==> src/rtl/conv_kernel_sched_if.sv <==
// Signal bundle between the 3x3 conv scheduler and its neighbours:
// pass control, window requests, kernel strobe, result writes and credit returns.
interface conv_kernel_sched_if #(
  parameter int DIM_W  = 8,
  parameter int ADDR_W = 16
);
  logic              start;
  logic [DIM_W-1:0]  cfg_w;
  logic [DIM_W-1:0]  cfg_h;
  logic              busy;
  logic              done;
  logic              cfg_err;
  logic              req_valid;
  logic              req_ready;
  logic [DIM_W-1:0]  req_row;
  logic [DIM_W-1:0]  req_col;
  logic              k_in_valid;
  logic              wr_en;
  logic [ADDR_W-1:0] wr_addr;
  logic              wr_last;
  logic              cred_ret;

  modport master (
    input  start, cfg_w, cfg_h, req_ready, k_in_valid, cred_ret,
    output busy, done, cfg_err, req_valid, req_row, req_col, wr_en, wr_addr, wr_last
  );

  modport slave (
    output start, cfg_w, cfg_h, req_ready, k_in_valid, cred_ret,
    input  busy, done, cfg_err, req_valid, req_row, req_col, wr_en, wr_addr, wr_last
  );
endinterface

==> src/rtl/conv_kernel_sched.sv <==
// Raster-walks valid 3x3 window positions, issues fetch requests, times result writes KLAT cycles after k_in_valid.
// Requests stall on req_ready low or zero credit; the result path never stalls.
module conv_kernel_sched #(
  parameter int KLAT   = 5,
  parameter int CRED   = 8,
  parameter int DIM_W  = 8,
  parameter int ADDR_W = 16
) (
  input  logic                clk,
  input  logic                rst,
  conv_kernel_sched_if.master bus
);
  localparam int            CW        = $clog2(CRED + 1);
  localparam int            PW        = 2 * DIM_W;
  localparam logic [CW-1:0] CRED_FULL = CW'(CRED);

  typedef enum logic [1:0] {IDLE, RUN, DRAIN, DONE} state_t;

  typedef struct packed {
    logic [DIM_W-1:0] row;
    logic [DIM_W-1:0] col;
  } pos_t;

  state_t            state;
  state_t            state_nxt;
  pos_t              pos;
  logic [DIM_W-1:0]  col_last_q;
  logic [DIM_W-1:0]  row_last_q;
  logic [ADDR_W-1:0] n_last_q;
  logic [ADDR_W-1:0] wr_addr_q;
  logic              err_q;
  logic [CW-1:0]     credit;
  logic [KLAT-1:0]   lat_pipe;

  logic              start_ok;
  logic              cfg_bad;
  logic              req_vld;
  logic              hs;
  logic              col_end;
  logic              row_end;
  logic              wr_vld;
  logic              wr_fin;
  logic [PW-1:0]     n_outs;

  assign start_ok = (state == IDLE) && bus.start;
  assign cfg_bad  = (bus.cfg_w < DIM_W'(3)) || (bus.cfg_h < DIM_W'(3));
  assign n_outs   = {{DIM_W{1'b0}}, bus.cfg_w - DIM_W'(2)} * {{DIM_W{1'b0}}, bus.cfg_h - DIM_W'(2)};
  assign req_vld  = (state == RUN) && (credit != '0);
  assign hs       = req_vld && bus.req_ready;
  assign col_end  = (pos.col == col_last_q);
  assign row_end  = (pos.row == row_last_q);
  assign wr_vld   = lat_pipe[KLAT-1];
  assign wr_fin   = wr_vld && (wr_addr_q == n_last_q);

  always_ff @(posedge clk) begin
    if (rst) begin
      state <= IDLE;
    end else begin
      state <= state_nxt;
    end
  end

  always_comb begin
    state_nxt = state;
    unique case (state)
      IDLE:    if (bus.start) state_nxt = cfg_bad ? DONE : RUN;
      RUN:     if (hs && row_end && col_end) state_nxt = DRAIN;
      DRAIN:   if (wr_fin) state_nxt = DONE;
      DONE:    state_nxt = IDLE;
      default: state_nxt = IDLE;
    endcase
  end

  always_ff @(posedge clk) begin
    if (rst) begin
      pos        <= '0;
      col_last_q <= '0;
      row_last_q <= '0;
      n_last_q   <= '0;
      err_q      <= 1'b0;
      wr_addr_q  <= '0;
      lat_pipe   <= '0;
      credit     <= CRED_FULL;
    end else begin
      // Kernel pipeline cannot stall, so every strobe simply ages KLAT cycles.
      lat_pipe[0] <= bus.k_in_valid;
      for (int i = 1; i < KLAT; i++) begin
        lat_pipe[i] <= lat_pipe[i-1];
      end

      if (start_ok) begin
        col_last_q <= bus.cfg_w - DIM_W'(3);
        row_last_q <= bus.cfg_h - DIM_W'(3);
        n_last_q   <= ADDR_W'(n_outs - PW'(1));
        err_q      <= cfg_bad;
        pos        <= '0;
        wr_addr_q  <= '0;
      end else begin
        if (hs) begin
          if (col_end) begin
            pos.col <= '0;
            pos.row <= pos.row + DIM_W'(1);
          end else begin
            pos.col <= pos.col + DIM_W'(1);
          end
        end
        if (wr_vld) begin
          wr_addr_q <= wr_addr_q + ADDR_W'(1);
        end
      end

      // A return that lands with a handshake cancels it; returns beyond full are dropped.
      if (hs && !bus.cred_ret) begin
        credit <= credit - CW'(1);
      end else if (!hs && bus.cred_ret && (credit != CRED_FULL)) begin
        credit <= credit + CW'(1);
      end
    end
  end

  always_comb begin
    bus.busy      = (state != IDLE);
    bus.done      = (state == DONE);
    bus.cfg_err   = (state == DONE) && err_q;
    bus.req_valid = req_vld;
    bus.req_row   = pos.row;
    bus.req_col   = pos.col;
    bus.wr_en     = wr_vld;
    bus.wr_addr   = wr_addr_q;
    bus.wr_last   = wr_fin;
  end
endmodule

==> src/flat_wrapper.sv <==
// flat-port wrapper written by rule: the top's interface ports become plain ports
module conv_kernel_sched_flat 
#(
  parameter int KLAT   = 5,
  parameter int CRED   = 8,
  parameter int DIM_W  = 8,
  parameter int ADDR_W = 16
)
  (clk, rst, bus_start, bus_cfg_w, bus_cfg_h, bus_req_ready, bus_k_in_valid, bus_cred_ret, bus_busy, bus_done, bus_cfg_err, bus_req_valid, bus_req_row, bus_req_col, bus_wr_en, bus_wr_addr, bus_wr_last);
  conv_kernel_sched_if #(.DIM_W(DIM_W), .ADDR_W(ADDR_W)) bus_i ();
  input  logic clk;
  input  logic rst;
  input wire logic [$bits(bus_i.start)-1:0] bus_start;
  input wire logic [$bits(bus_i.cfg_w)-1:0] bus_cfg_w;
  input wire logic [$bits(bus_i.cfg_h)-1:0] bus_cfg_h;
  input wire logic [$bits(bus_i.req_ready)-1:0] bus_req_ready;
  input wire logic [$bits(bus_i.k_in_valid)-1:0] bus_k_in_valid;
  input wire logic [$bits(bus_i.cred_ret)-1:0] bus_cred_ret;
  output wire logic [$bits(bus_i.busy)-1:0] bus_busy;
  output wire logic [$bits(bus_i.done)-1:0] bus_done;
  output wire logic [$bits(bus_i.cfg_err)-1:0] bus_cfg_err;
  output wire logic [$bits(bus_i.req_valid)-1:0] bus_req_valid;
  output wire logic [$bits(bus_i.req_row)-1:0] bus_req_row;
  output wire logic [$bits(bus_i.req_col)-1:0] bus_req_col;
  output wire logic [$bits(bus_i.wr_en)-1:0] bus_wr_en;
  output wire logic [$bits(bus_i.wr_addr)-1:0] bus_wr_addr;
  output wire logic [$bits(bus_i.wr_last)-1:0] bus_wr_last;
  assign bus_i.start = bus_start;
  assign bus_i.cfg_w = bus_cfg_w;
  assign bus_i.cfg_h = bus_cfg_h;
  assign bus_i.req_ready = bus_req_ready;
  assign bus_i.k_in_valid = bus_k_in_valid;
  assign bus_i.cred_ret = bus_cred_ret;
  assign bus_busy = bus_i.busy;
  assign bus_done = bus_i.done;
  assign bus_cfg_err = bus_i.cfg_err;
  assign bus_req_valid = bus_i.req_valid;
  assign bus_req_row = bus_i.req_row;
  assign bus_req_col = bus_i.req_col;
  assign bus_wr_en = bus_i.wr_en;
  assign bus_wr_addr = bus_i.wr_addr;
  assign bus_wr_last = bus_i.wr_last;
  conv_kernel_sched #(.KLAT(KLAT), .CRED(CRED), .DIM_W(DIM_W), .ADDR_W(ADDR_W)) u_core (.clk(clk), .rst(rst), .bus(bus_i));
endmodule
==> config.mk <==
export PLATFORM = sky130hd
export DESIGN_NAME = conv_kernel_sched_flat
export DESIGN_NICKNAME = d
export VERILOG_FILES = /design/src/rtl/conv_kernel_sched_if.sv /design/src/rtl/conv_kernel_sched.sv /design/src/flat_wrapper.sv
export SDC_FILE = /design/constraint.sdc
export NUM_CORES = 1
export LEC_CHECK = 0
export BUFFER_PORTS_ARGS = -buffer_cell sky130_fd_sc_hd__buf_2
export CAP_MARGIN = 10
export CORE_MARGIN = 2
export CORE_UTILIZATION = 62
export CTS_BUF_LIST = sky130_fd_sc_hd__clkbuf_8
export DETAILED_ROUTE_END_ITERATION = 8
export PLACE_DENSITY = 0.79
export SETUP_SLACK_MARGIN = 0.5
export SYNTH_ARGS = -nofsm -noshare
export SYNTH_HDL_FRONTEND = slang
export SYNTH_SLANG_ARGS = --single-unit
==> constraint.sdc <==
create_clock -name clk -period 6.7 [get_ports clk]
set_input_delay 1.34 -clock clk [delete_from_list [all_inputs] [get_ports clk]]
set_output_delay 1.34 -clock clk [all_outputs]
set_load 0.02 [all_outputs]
; After elaboration in Yosys (flattened, before gate mapping)
; Index checks and enable logic that the tools add are counted.
; Widths: inputs -> output; s select.
[word_totals]
input_bits = 22
word_cells = 61
out_inout_bits = 38
n_memories = 0
reg_bits = 76
rom_bits = 0
ramBits = 0
latch_bits = 0
[op_classes]
mux = 8
div_mod_pow = 0
reduce_logical = 20
bitwise = 0
add_sub_neg = 10
mul = 1
shifts = 0
n_lt_le_gt_ge = 2
n_eq_ne = 10
[op_table]
columns = op, n
row1 = $sub 8x2->8 const B, 4
row2 = $add 16x1->16 const B, 1
row3 = $add 8x1->8 const B, 2
row4 = $eq 16x16->1, 1
row5 = $eq 8x8->1, 2
row6 = $lt 8x2->1 const B, 2
row7 = $mul 8x8->16, 1
row8 = $sub 16x1->16 const B, 1
row9 = $logic_and 1x1->1, 10
row10 = $mux 2, 4
row11 = $mux 4, 2
row12 = $mux 8, 1
row13 = $pmux 2 s4, 1
row14 = $ne 2x2->1 const B, 3
row15 = $add 4x1->4 const B, 1
row16 = $eq 2x2->1 const B, 2
row17 = $ne 4x4->1 const B, 1
row18 = $reduce_bool 2->1, 2
row19 = $reduce_bool 4->1, 1
row20 = $sub 4x1->4 const B, 1
row21 = $reduce_and 3->1, 1
row22 = $eq 2x1->1 const B, 1
row23 = $logic_not 1->1, 2
row24 = $logic_not 2->1, 1
row25 = 3 further kinds, 3

; Logic depth before layout (Yosys ltp)
[logic_depth]
word_depth = 8
ltp_mapped = 20
depth_no_buf = 19

; Worst setup path after synthesis
; No wires, ideal clock.
[synth_path]
path_type = input port to flip-flop
start = input bus_cfg_h[3]
end = register u_core.n_last_q[14]
setup_ns = 0.123
n_path_buf = 1
arrival_ns = 5.974
t_required_ns = 6.577
path_stages = 19
slack_ns = 0.604
cell_sequence = clkbuf_1 -> or4_1 -> nor2_1 -> xor2_1 -> nand2_1 -> ha_1 -> inv_1 -> fa_1 -> fa_1 -> inv_1 -> fa_1 -> inv_1 -> ha_1 -> a21oi_1 -> nor2b_1 -> or3b_2 -> o221ai_1 -> xor2_1 -> o21ai_0
[synth_via]
elab_chain_len = 3
[synth_rtl]
columns = element, line
row1 = start: declaration, flat_wrapper.sv:15  ; input wire logic [$bits(bus_i.cfg_h)-1:0] bus_cfg_h;
row2 = $sub 8x2->8, conv_kernel_sched.sv:47  ; assign n_outs = {{DIM_W{1'b0}}, bus.cfg_w - DIM_W'(2)} * {{DIM_W{1'b0}}, bus.cfg_h - DIM_W'(2)};
row3 = $mul 8x8->16, conv_kernel_sched.sv:47
row4 = $sub 16x1->16, conv_kernel_sched.sv:94  ; n_last_q <= ADDR_W'(n_outs - PW'(1));
row5 = end signal: assignment, conv_kernel_sched.sv:94
row6 = end: declaration, conv_kernel_sched.sv:29  ; logic [ADDR_W-1:0] n_last_q;
; Every way passes these cells.
; A chain may end at the register's enable or synchronous reset.

; Final worst setup path
[layout_path]
start = input bus_cfg_h[3]
end = register u_core.n_last_q[13]
; Same word-level chain as after synthesis.

==> flow_metrics.py <==
metrics = {
    "run_status": {
        "status": "finished clean",
    },
    "sta": {
        "fmax_mhz": 168,
        "fin_skew_ns": 0.00743,
        "setup_violations": 0,
        "drv_slew": 0,
        "worstMarginPinSlew_ns": 0.928,
        "fin_tns_setup_ns": 0,
        "slew-limit-headroom_pct": 38.1,
        "fin_crit_sh_pct": 89.0,
        "finalHoldViolCount": 0,
        "rsz0062_at_grt": "false",
        "fin_crit_ns": 5.96,
    },
    "synth": {
        "synth_top_area_cell": "dfxtp_1",
        "syn-num-nets": 852,
        "synth_flop_cell": "dfxtp_1",
        "yosys_warnings": 0,
        "ys_seq_area_share_pct": 24.5,
        "synth_common_cells": "85 x inv_1, 85 x nor2_1, 76 x dfxtp_1",
        "synthArstFlopShare_pct": 0,
        "syn_area_um2": 6200,
        "syn_inst": 733,
        "syn_avg_cell_area_um2": 8.46,
        "synth_area_leaders": "dfxtp_1 25%, fa_1 14%, ha_1 11%",
        "yosysTopAreaCellShare_pct": 24.5,
        "synth-seq-cells": 76,
        "synth_edf_count": 0,
        "yosysUniqueCellTypes": 49,
    },
    "route": {
        "post-route-drc-count": 0,
        "wl_per_cell_um": 14.7,
        "dr.first_iter.drc_count": 298,
        "vias": 5160,
        "final_antenna_net_count": 0,
        "first_pass_iters": 5,
        "drt_wl_total_mm": 13.7,
        "vias_per_cell": 5.55,
    },
    "cts": {
        "clk_pin_slew_ns": 0.07,
        "numCtsBuffers": 9,
        "cts.sinks": 76,
        "cts_root_buffer": "clkbuf_8",
        "cts_tree": "yes",
        "htree_num_levels": 3,
        "cts_max_path_buffers": 2,
        "clk_latency_ns": 0.36,
    },
    "worst_setup_path": {
        "cp.required_ns": 6.94,
        "crit_fanout": 7,
        "crit_type": "primary input to flop",
        "r2r_setup_slack_ns": 3.90,
        "endpoint_kind": "flop",
        "worstPathArrival_ns": 6.20,
        "start_kind": "primary input",
    },
    "placement": {
        "hpwl_mm": 10.6,
        "portBuffers": 59,
        "gp_routability_congestion": 0.908,
    },
    "floorplan": {
        "ios": 60,
        "die_area_um2": 10800,
        "die_width_um": 104,
        "die_h_um": 104,
        "core_area_um2": 9730,
        "rows": 36,
        "start_util_pct": 63.8,
    },
    "pwr": {
        "p_leak_nw": 3.36,
        "finalPower_mw": 2.50,
        "power.density_nw_per_um2": 362,
        "vdd.ir_drop.worst_uv": 352,
    },
    "layout": {
        "fill_cells": 791,
        "drive_gt1_share_pct": 13.4,
        "num_antenna_cells": 0,
        "areaGrowthSynthToFinish_pct": 11.2,
        "nets": 911,
    },
    "global_route": {
        "grt_pass1_vias": 5018,
        "overflow": 0,
        "grt_max_degree": 51,
        "antenna_found_initial": 0,
        "grt_first_pass_wirelength_mm": 23.1,
        "track_usage_pct": 25.9,
    },
    "worst_hold_path": {
        "hold_path_class": "flop to flop",
    },
    "job": {
        "drv_cap": 0,
    },
}
-- power breakdown --
| part | internal, mW | switching [mW] |
|---|---|---|
| combinational | 0.670 | 0.894 |
| clock | 0.179 | 0.168 |
| sequential | 0.526 | 0.0637 |
| total | 1.37 | 1.13 |
-- cells by family (layout without fill, tap and decap cells) --
group	after synthesis	after routing	share of synthesized area (%)
compound gates	85	85	8.87
xor+xnor	96	96	13.6
fa+ha+maj	97	97	24.6
buf+inv	109	173	6.61
flops	76	76	24.5
mux	4	4	0.726
simple gates	266	266	21.1
-- through the flow --
step           hold WS, ns  cell area [um2]  std cells  worst slack [ns]  util (%)
5_1_grt              0.457             6900        930             0.500      70.9
2_1_floorplan        0.414             6200        733             0.604         -
3_3_place_gp         0.418             6650        912             0.507      68.4
6_report             0.438             6900        930             0.736      70.9
4_1_cts              0.443             6850        928             0.714      70.4
3_5_place_dp         0.425             6650        912             0.376      68.4
-- state kept, by name (all words and copies together) (netlist names), 2 cells and up --
signal and cells:
u_core.bus.req_row 8, u_core.bus.wr_addr 16, u_core.state 2, u_core.credit 4
u_core.row_last_q 8, u_core.lat_pipe 5, u_core.col_last_q 8, u_core.n_last_q 16
u_core.bus.req_col 8
-- cell type report --
class / count / area, um2 / area share (%)
clock buffers: 10 / 138 / 1.99
clock inverters: 6 / 56.3 / 0.816
inverters: 86 / 323 / 4.68
multi-input cells: 548 / 4310 / 62.5
flip-flops and latches: 76 / 1520 / 22.0
well taps: 133 / 166 / 2.41
repair buffers: 71 / 385 / 5.58
-- critical path: stages --
cell	delay, ns
buf_2	0.15
or4_1	0.59
nor2_2	0.13
xor2_1	0.21
buf_4	0.20
nand2b_1	0.07
ha_1	0.27
inv_1	0.05
fa_1	0.51
fa_1	0.55
inv_1	0.06
fa_1	0.53
inv_1	0.04
ha_1	0.36
a21oi_1	0.19
o21ai_0	0.16
or3_1	0.34
o21ai_0	0.20
xor2_1	0.16
o21ai_0	0.08
-- metal layers --
| metal | track usage, % | part of all wire (%) | up-vias |
|---|---|---|---|
| li1 | - | - | 2508 |
| met1 | 35.0 | 44 | 2474 |
| met2 | 42.1 | 49 | 153 |
| met3 | 4.20 | 5.3 | 25 |
| met4 | 9.07 | 1.8 | 0 |
| met5 | 0 | 0 | - |
-- what timing repair did --
action	4_1_cts	5_1_grt
endpoints found under the setup margin	0	2
resized for setup	0	8
hold buffers	0	0
endpoints found under the hold margin	0	0
buffers inserted	0	2
-- cells in the final DEF (no fill, tap or decap), drive strengths merged, types with 7 or more instances in the layout --
master,instances
inv,88
nor2,85
dfxtp,76
buf,71
nand2,70
xor2,61
ha,55
fa,42
xnor2,35
a21oi,27
a211oi,21
nand2b,15
nand3,14
o21ai,14
nor2b,13
nand4,12
nor3,11
clkbuf,10
a21o,8
or2,7
nor4,7
-- final timing paths --
kind | start | end | cells past startpoint
setup / recovery | bus_cfg_h[3] | u_core.n_last_q[13] | 20
hold / removal | u_core.lat_pipe[3] | u_core.lat_pipe[4] | 1
setup reg to reg | u_core.credit[0] | u_core.credit[3] | 10
hold reg to reg | u_core.lat_pipe[3] | u_core.lat_pipe[4] | 1
Power figures use the tool's default switching activity.
